**src/rtl/lsu_bus_bridge.sv**
```systemverilog
// Load/store bridge between the M stage and a valid/ready data bus.
// Aligns stores onto byte lanes with strobes, extracts and extends load
// data, and stalls the pipeline until the bus completes, the access times
// out, or the access is rejected as misaligned.
//
// Handshake: bus_req_o and all bus_* request fields are held stable from the
// cycle after acceptance in IDLE until a cycle where bus_ready_i=1 (request
// transfer). The response transfer is any cycle with bus_rvalid_i=1 after
// (or in the same cycle as) the request transfer; bus_rvalid_i seen before
// the request transfer, or while idle, is ignored.
module lsu_bus_bridge #(
  parameter int unsigned TIMEOUT_CYCLES = 255,
  parameter int unsigned CNT_W          = 8
) (
  input  logic        clk,
  input  logic        rst,
  input  logic        mem_valid_i,
  input  logic        mem_write_i,
  input  logic [2:0]  funct3_i,
  input  logic [31:0] addr_i,
  input  logic [31:0] wdata_i,
  output logic        stall_o,
  output logic        done_o,
  output logic [31:0] rdata_o,
  output logic        misalign_o,
  output logic        timeout_o,
  output logic        bus_req_o,
  input  logic        bus_ready_i,
  output logic        bus_we_o,
  output logic [31:0] bus_addr_o,
  output logic [31:0] bus_wdata_o,
  output logic [3:0]  bus_wstrb_o,
  input  logic        bus_rvalid_i,
  input  logic [31:0] bus_rdata_i
);

  typedef enum logic [1:0] {
    S_IDLE = 2'd0,
    S_REQ  = 2'd1,
    S_WAIT = 2'd2,
    S_DONE = 2'd3
  } state_t;

  localparam logic [CNT_W-1:0] CNT_LAST = CNT_W'(TIMEOUT_CYCLES - 1);

  state_t           state_q, state_d;
  logic [CNT_W-1:0] cnt_q, cnt_d;
  logic             req_q, req_d;
  logic             we_q, we_d;
  logic [31:0]      addr_q, addr_d;
  logic [31:0]      wdata_q, wdata_d;
  logic [3:0]       wstrb_q, wstrb_d;
  logic [2:0]       f3_q, f3_d;
  logic [1:0]       lane_q, lane_d;
  logic [31:0]      rdata_q, rdata_d;
  logic             done_q, done_d;
  logic             tmo_q, tmo_d;

  logic             misaligned;
  logic [31:0]      st_wdata;
  logic [3:0]       st_wstrb;
  logic [7:0]       ld_byte;
  logic [15:0]      ld_half;
  logic [31:0]      ld_data;
  logic             in_idle;
  logic             accept;
  logic             cnt_last;

  // Alignment check on the incoming access size (funct3[1:0]: 0=B, 1=H, 2=W).
  always_comb begin
    misaligned = 1'b0;
    case (funct3_i[1:0])
      2'b00:   misaligned = 1'b0;
      2'b01:   misaligned = addr_i[0];
      default: misaligned = |addr_i[1:0];
    endcase
  end

  // Store formatting: replicate the data across lanes and pick the strobes.
  always_comb begin
    st_wdata = wdata_i;
    st_wstrb = 4'b1111;
    case (funct3_i[1:0])
      2'b00: begin
        st_wdata = {4{wdata_i[7:0]}};
        st_wstrb = 4'b0001 << addr_i[1:0];
      end
      2'b01: begin
        st_wdata = {2{wdata_i[15:0]}};
        st_wstrb = 4'b0011 << addr_i[1:0];
      end
      default: begin
        st_wdata = wdata_i;
        st_wstrb = 4'b1111;
      end
    endcase
  end

  // Load lane selection using the lane captured with the request.
  always_comb begin
    ld_byte = bus_rdata_i[7:0];
    case (lane_q)
      2'd0:    ld_byte = bus_rdata_i[7:0];
      2'd1:    ld_byte = bus_rdata_i[15:8];
      2'd2:    ld_byte = bus_rdata_i[23:16];
      default: ld_byte = bus_rdata_i[31:24];
    endcase
    ld_half = lane_q[1] ? bus_rdata_i[31:16] : bus_rdata_i[15:0];
  end

  // Load extension by the captured funct3: B/H signed, BU/HU unsigned, W raw.
  always_comb begin
    ld_data = bus_rdata_i;
    case (f3_q)
      3'b000:  ld_data = {{24{ld_byte[7]}}, ld_byte};
      3'b001:  ld_data = {{16{ld_half[15]}}, ld_half};
      3'b100:  ld_data = {24'd0, ld_byte};
      3'b101:  ld_data = {16'd0, ld_half};
      default: ld_data = bus_rdata_i;
    endcase
  end

  assign in_idle  = (state_q == S_IDLE);
  assign accept   = in_idle && mem_valid_i && !misaligned;
  assign cnt_last = (cnt_q == CNT_LAST);

  // Next-state and registered-output logic for the access sequencer.
  always_comb begin
    state_d = state_q;
    cnt_d   = cnt_q;
    req_d   = req_q;
    we_d    = we_q;
    addr_d  = addr_q;
    wdata_d = wdata_q;
    wstrb_d = wstrb_q;
    f3_d    = f3_q;
    lane_d  = lane_q;
    rdata_d = rdata_q;
    done_d  = 1'b0;
    tmo_d   = 1'b0;

    case (state_q)
      S_IDLE: begin
        if (accept) begin
          state_d = S_REQ;
          cnt_d   = '0;
          req_d   = 1'b1;
          we_d    = mem_write_i;
          addr_d  = {addr_i[31:2], 2'b00};
          wdata_d = mem_write_i ? st_wdata : 32'd0;
          wstrb_d = mem_write_i ? st_wstrb : 4'b0000;
          f3_d    = funct3_i;
          lane_d  = addr_i[1:0];
        end
      end

      S_REQ: begin
        if (bus_ready_i && bus_rvalid_i) begin
          // Request and response in the same cycle: finish immediately.
          state_d = S_DONE;
          req_d   = 1'b0;
          done_d  = 1'b1;
          rdata_d = we_q ? 32'd0 : ld_data;
        end else if (cnt_last) begin
          state_d = S_DONE;
          req_d   = 1'b0;
          done_d  = 1'b1;
          tmo_d   = 1'b1;
          rdata_d = 32'd0;
        end else if (bus_ready_i) begin
          state_d = S_WAIT;
          req_d   = 1'b0;
          cnt_d   = cnt_q + 1'b1;
        end else begin
          cnt_d   = cnt_q + 1'b1;
        end
      end

      S_WAIT: begin
        if (bus_rvalid_i) begin
          state_d = S_DONE;
          done_d  = 1'b1;
          rdata_d = we_q ? 32'd0 : ld_data;
        end else if (cnt_last) begin
          state_d = S_DONE;
          done_d  = 1'b1;
          tmo_d   = 1'b1;
          rdata_d = 32'd0;
        end else begin
          cnt_d   = cnt_q + 1'b1;
        end
      end

      S_DONE: begin
        // The instruction in M advances at this edge; its mem_valid_i is stale.
        state_d = S_IDLE;
      end

      default: begin
        state_d = S_IDLE;
        req_d   = 1'b0;
      end
    endcase
  end

  // State and output registers with synchronous active-low reset.
  always_ff @(posedge clk) begin
    if (!rst) begin
      state_q <= S_IDLE;
      cnt_q   <= '0;
      req_q   <= 1'b0;
      we_q    <= 1'b0;
      addr_q  <= 32'd0;
      wdata_q <= 32'd0;
      wstrb_q <= 4'b0000;
      f3_q    <= 3'b000;
      lane_q  <= 2'b00;
      rdata_q <= 32'd0;
      done_q  <= 1'b0;
      tmo_q   <= 1'b0;
    end else begin
      state_q <= state_d;
      cnt_q   <= cnt_d;
      req_q   <= req_d;
      we_q    <= we_d;
      addr_q  <= addr_d;
      wdata_q <= wdata_d;
      wstrb_q <= wstrb_d;
      f3_q    <= f3_d;
      lane_q  <= lane_d;
      rdata_q <= rdata_d;
      done_q  <= done_d;
      tmo_q   <= tmo_d;
    end
  end

  assign stall_o     = accept || (state_q == S_REQ) || (state_q == S_WAIT);
  assign misalign_o  = in_idle && mem_valid_i && misaligned;
  assign done_o      = done_q;
  assign timeout_o   = tmo_q;
  assign rdata_o     = rdata_q;
  assign bus_req_o   = req_q;
  assign bus_we_o    = we_q;
  assign bus_addr_o  = addr_q;
  assign bus_wdata_o = wdata_q;
  assign bus_wstrb_o = wstrb_q;

endmodule

```
**config.mk**
```make
export PLATFORM = sky130hd
export DESIGN_NAME = lsu_bus_bridge
export DESIGN_NICKNAME = d
export VERILOG_FILES = /design/src/rtl/lsu_bus_bridge.sv
export SDC_FILE = /design/constraint.sdc
export NUM_CORES = 1
export LEC_CHECK = 0
export ABC_AREA = 0
export CORE_MARGIN = 2
export CORE_UTILIZATION = 47
export DETAILED_ROUTE_END_ITERATION = 8
export PLACE_DENSITY = 0.83
export SYNTH_ARGS = -nofsm -noshare
export SYNTH_HDL_FRONTEND = slang
export SYNTH_SLANG_ARGS = --single-unit
```
**constraint.sdc**
```tcl
create_clock -name clk -period 5.2 [get_ports clk]
set_input_delay 1.04 -clock clk [delete_from_list [all_inputs] [get_ports clk]]
set_output_delay 1.04 -clock clk [all_outputs]
set_load 0.02 [all_outputs]
```
==> reports/qor.yml <==
outcome: "completed"
grt_overflow_total: 0
maxSlewHeadroom: 0.4152
synth_async_sr_flop_share: 0
cts_post_setup_buffers_inserted: 0
num_io_pins: 211
antenna_found_initial: 0
dr_total_vias: 5759
clock_sinks: 117
power.static_leakage_nw: 2.842
firstDrtPassIters: 5
final-hold-violation-count: 0
rr_startpoint: "state_q[0]"
power.total_mw: 3.236
timing.clock.skew_ns: 0.01261
place.gp.congestion: 0.9433
chipWidth_um: 111.1
ant_nets: 0
timing.hold.worst_path_depth: 2
setup.worst_path.start_class: "primary input"
cp.arrival_ns: 2.94
clk_root_buffer_cell: "clkbuf_16"
synth_top_flop_cell: "dfxtp_1"
ys_warn_count: 0
setup_tns_final_ns: 0
numCtsBuffers: 17
tightestPinTransition_ns: 0.8760
worst_r2r_path_depth: 6
drt-vias-per-instance: 5.730
grt_usage: 0.2801
holdBufCountCts: 0
num-fill-cells: 896
report.final.slew_viol_count: 0
netlist_top_cells_area: "dfxtp_1 (43%), nand2_1 (9.7%), a21oi_1 (7.9%)"
achievable_frequency_mhz: 251.2
finalCritPeriodShare: 0.7657
worstPathRequired_ns: 4.16
htree_num_levels: 4
grt_first_pass_wirelength_um: 28120
drtIter0Drc: 337
hp-start: "bus_wdata_o[15]"
top_area_cell_type_share_of_the_netlist_area: 0.4345
final_common_cell: "clkdlybuf4s50_1"
drt_wl_total_um: 17480
most-common-layout-cells: "clkdlybuf4s50_1 (208), nand2_1 (140), dfxtp_1 (117)"
design.core.area_um2: 11320
rr_endpoint: "cnt_q[6]"
clkLatencyLatePin_ns: 0.42
die_h_um: 111.1
cts-root-to-sink-buffers: 2
clock_tree_from_tritoncts: "yes"
starting_density_of_the_core: 0.4761
postSynthCellCount: 667
number_of_failing_setup_endpoints_in_the_final_timing_report: 0
power-per-cell-area_nw_per_um2: 399.1
worst-setup-path-type: "primary input to output port"
largest_net_degree_at_the_start_of_global_routing: 81
grt_setup_unrepaired: "no"
class_of_the_most_critical_hold_timing_path: "flip-flop to flip-flop"
antenna_cells: 0
dpl_hpwl_um: 12270
wl_per_cell_um: 17.39
ys_seq_area_frac: 0.4345
regToRegSetupSlack_ns: 2.40
maxCapViolCount: 0
synth_edf_count: 0
synth.lib_cells_used.distinct: 50
drc: 0
worst_setup_path_end_kind: "output port"
min_period_ns: 3.982
clk_pin_slew_worst_paths_ns: 0.05
postSynthRegisterBits: 117
path_max_fanout: 13
vdd_ir_drop_max_uv: 248.3
grt_pass1_vias: 5649
dieArea_um2: 12340
port-buffer-count: 208
syn_to_final_growth_pct: 50.44
synth.cell_area_um2: 5390
floorplan.rows: 39
synth.largest_area_cell: "dfxtp_1"
final_net_count: 960
cts_resized: 0
holdPathEnd: "bus_wdata_o[15]"
layout-drive-gt1-share: 0.06961
syn_area_per_cell_um2: 8.081
## worst max-delay path: stages
cell and delay [ns]:
clkdlybuf4s50_1 0.40, buf_4 0.20, o21ai_0 0.43, nand4_1 0.18, nand2_1 0.09, clkdlybuf4s50_1 0.60
## cells by family (layout without fill, tap and decap cells)
kind of cell,after synthesis,count (layout),share of synthesized area
simple gates,261,261,0.2150
compound gates,181,181,0.2078
flops,117,117,0.4345
buf+inv,62,256,0.04967
mux,40,40,0.08078
fa+ha+maj,5,5,0.01161
other cells,1,2,0.0006957
## how the worst max path moves through the flow
stage	to	from	cells past startpoint	slack, ns
3_3_place_gp	stall_o	funct3_i[0]	6	1.29
2_1_floorplan	stall_o	funct3_i[0]	4	2.04
4_1_cts	stall_o	funct3_i[0]	6	1.20
3_5_place_dp	stall_o	funct3_i[0]	6	1.21
6_report	stall_o	funct3_i[0]	6	1.22
5_1_grt	stall_o	funct3_i[0]	6	1.10
## flip-flops by register name (all words and copies together), names as in the netlist
signal       cells
bus_addr_o      30
timeout_o        1
f3_q             3
rdata_o         32
bus_req_o        1
cnt_q            8
bus_wdata_o     32
bus_we_o         1
done_o           1
lane_q           2
bus_wstrb_o      4
state_q          2
## cell usage after synthesis (2+ instances only)
cell and instances:
ha_1 5, a221o_1 2, or3_1 3, buf_1 5
dfxtp_1 117, o221ai_1 2, a31oi_1 9, buf_6 2
buf_4 2, o21ai_0 27, nor2_1 26, buf_2 10
a2bb2oi_1 2, a22oi_1 5, nor2b_1 7, nand4_1 11
nor4_1 3, nand2_1 140, mux2_2 18, nand2b_1 3
nor3_1 9, o21a_1 2, and3_1 3, nand3_1 49
o2bb2ai_1 26, inv_1 9, mux2i_1 21, a21oi_1 85
o31ai_1 4, o211ai_1 8, nor4b_1 2, clkbuf_1 32
## report_power, final
part	switching, mW	total [mW]	internal (mW)
clock	0.406	1.25	0.849
combinational	0.559	0.930	0.371
sequential	0.0659	1.05	0.986
total	1.03	3.24	2.21
## final cells by class
class	count	area (µm²)	share of cell area
clock buffers	23	488.0	0.06018
multi-input cells	489	2785	0.3435
well taps	143	178.9	0.02206
repair buffers	214	2127	0.2623
flip-flops and latches	117	2342	0.2888
inverters	11	41.29	0.005092
clock inverters	8	146.4	0.01805
## metal layers
layer,GRT usage,vias up,part of all wire
li1,-,2730,-
met1,0.3152,2691,0.39
met2,0.4765,292,0.48
met3,0.1066,46,0.10
met4,0.1177,0,0.031
met5,0,-,0
## through the flow
step | instance area (µm²) | hold slack (ns) | setup slack, ns | util | cells
floorplan | 5394 | 0.4493 | 2.040 | - | 668
global route | 8109 | 0.4702 | 1.098 | 0.7163 | 1005
CTS | 8109 | 0.4540 | 1.202 | 0.7163 | 1005
finish | 8109 | 0.4504 | 1.218 | 0.7163 | 1005
detailed placement | 7475 | 0.4453 | 1.213 | 0.6603 | 974
global placement | 7475 | 0.4387 | 1.289 | 0.6603 | 974
Note: power is estimated with default switching activity, not from simulation.
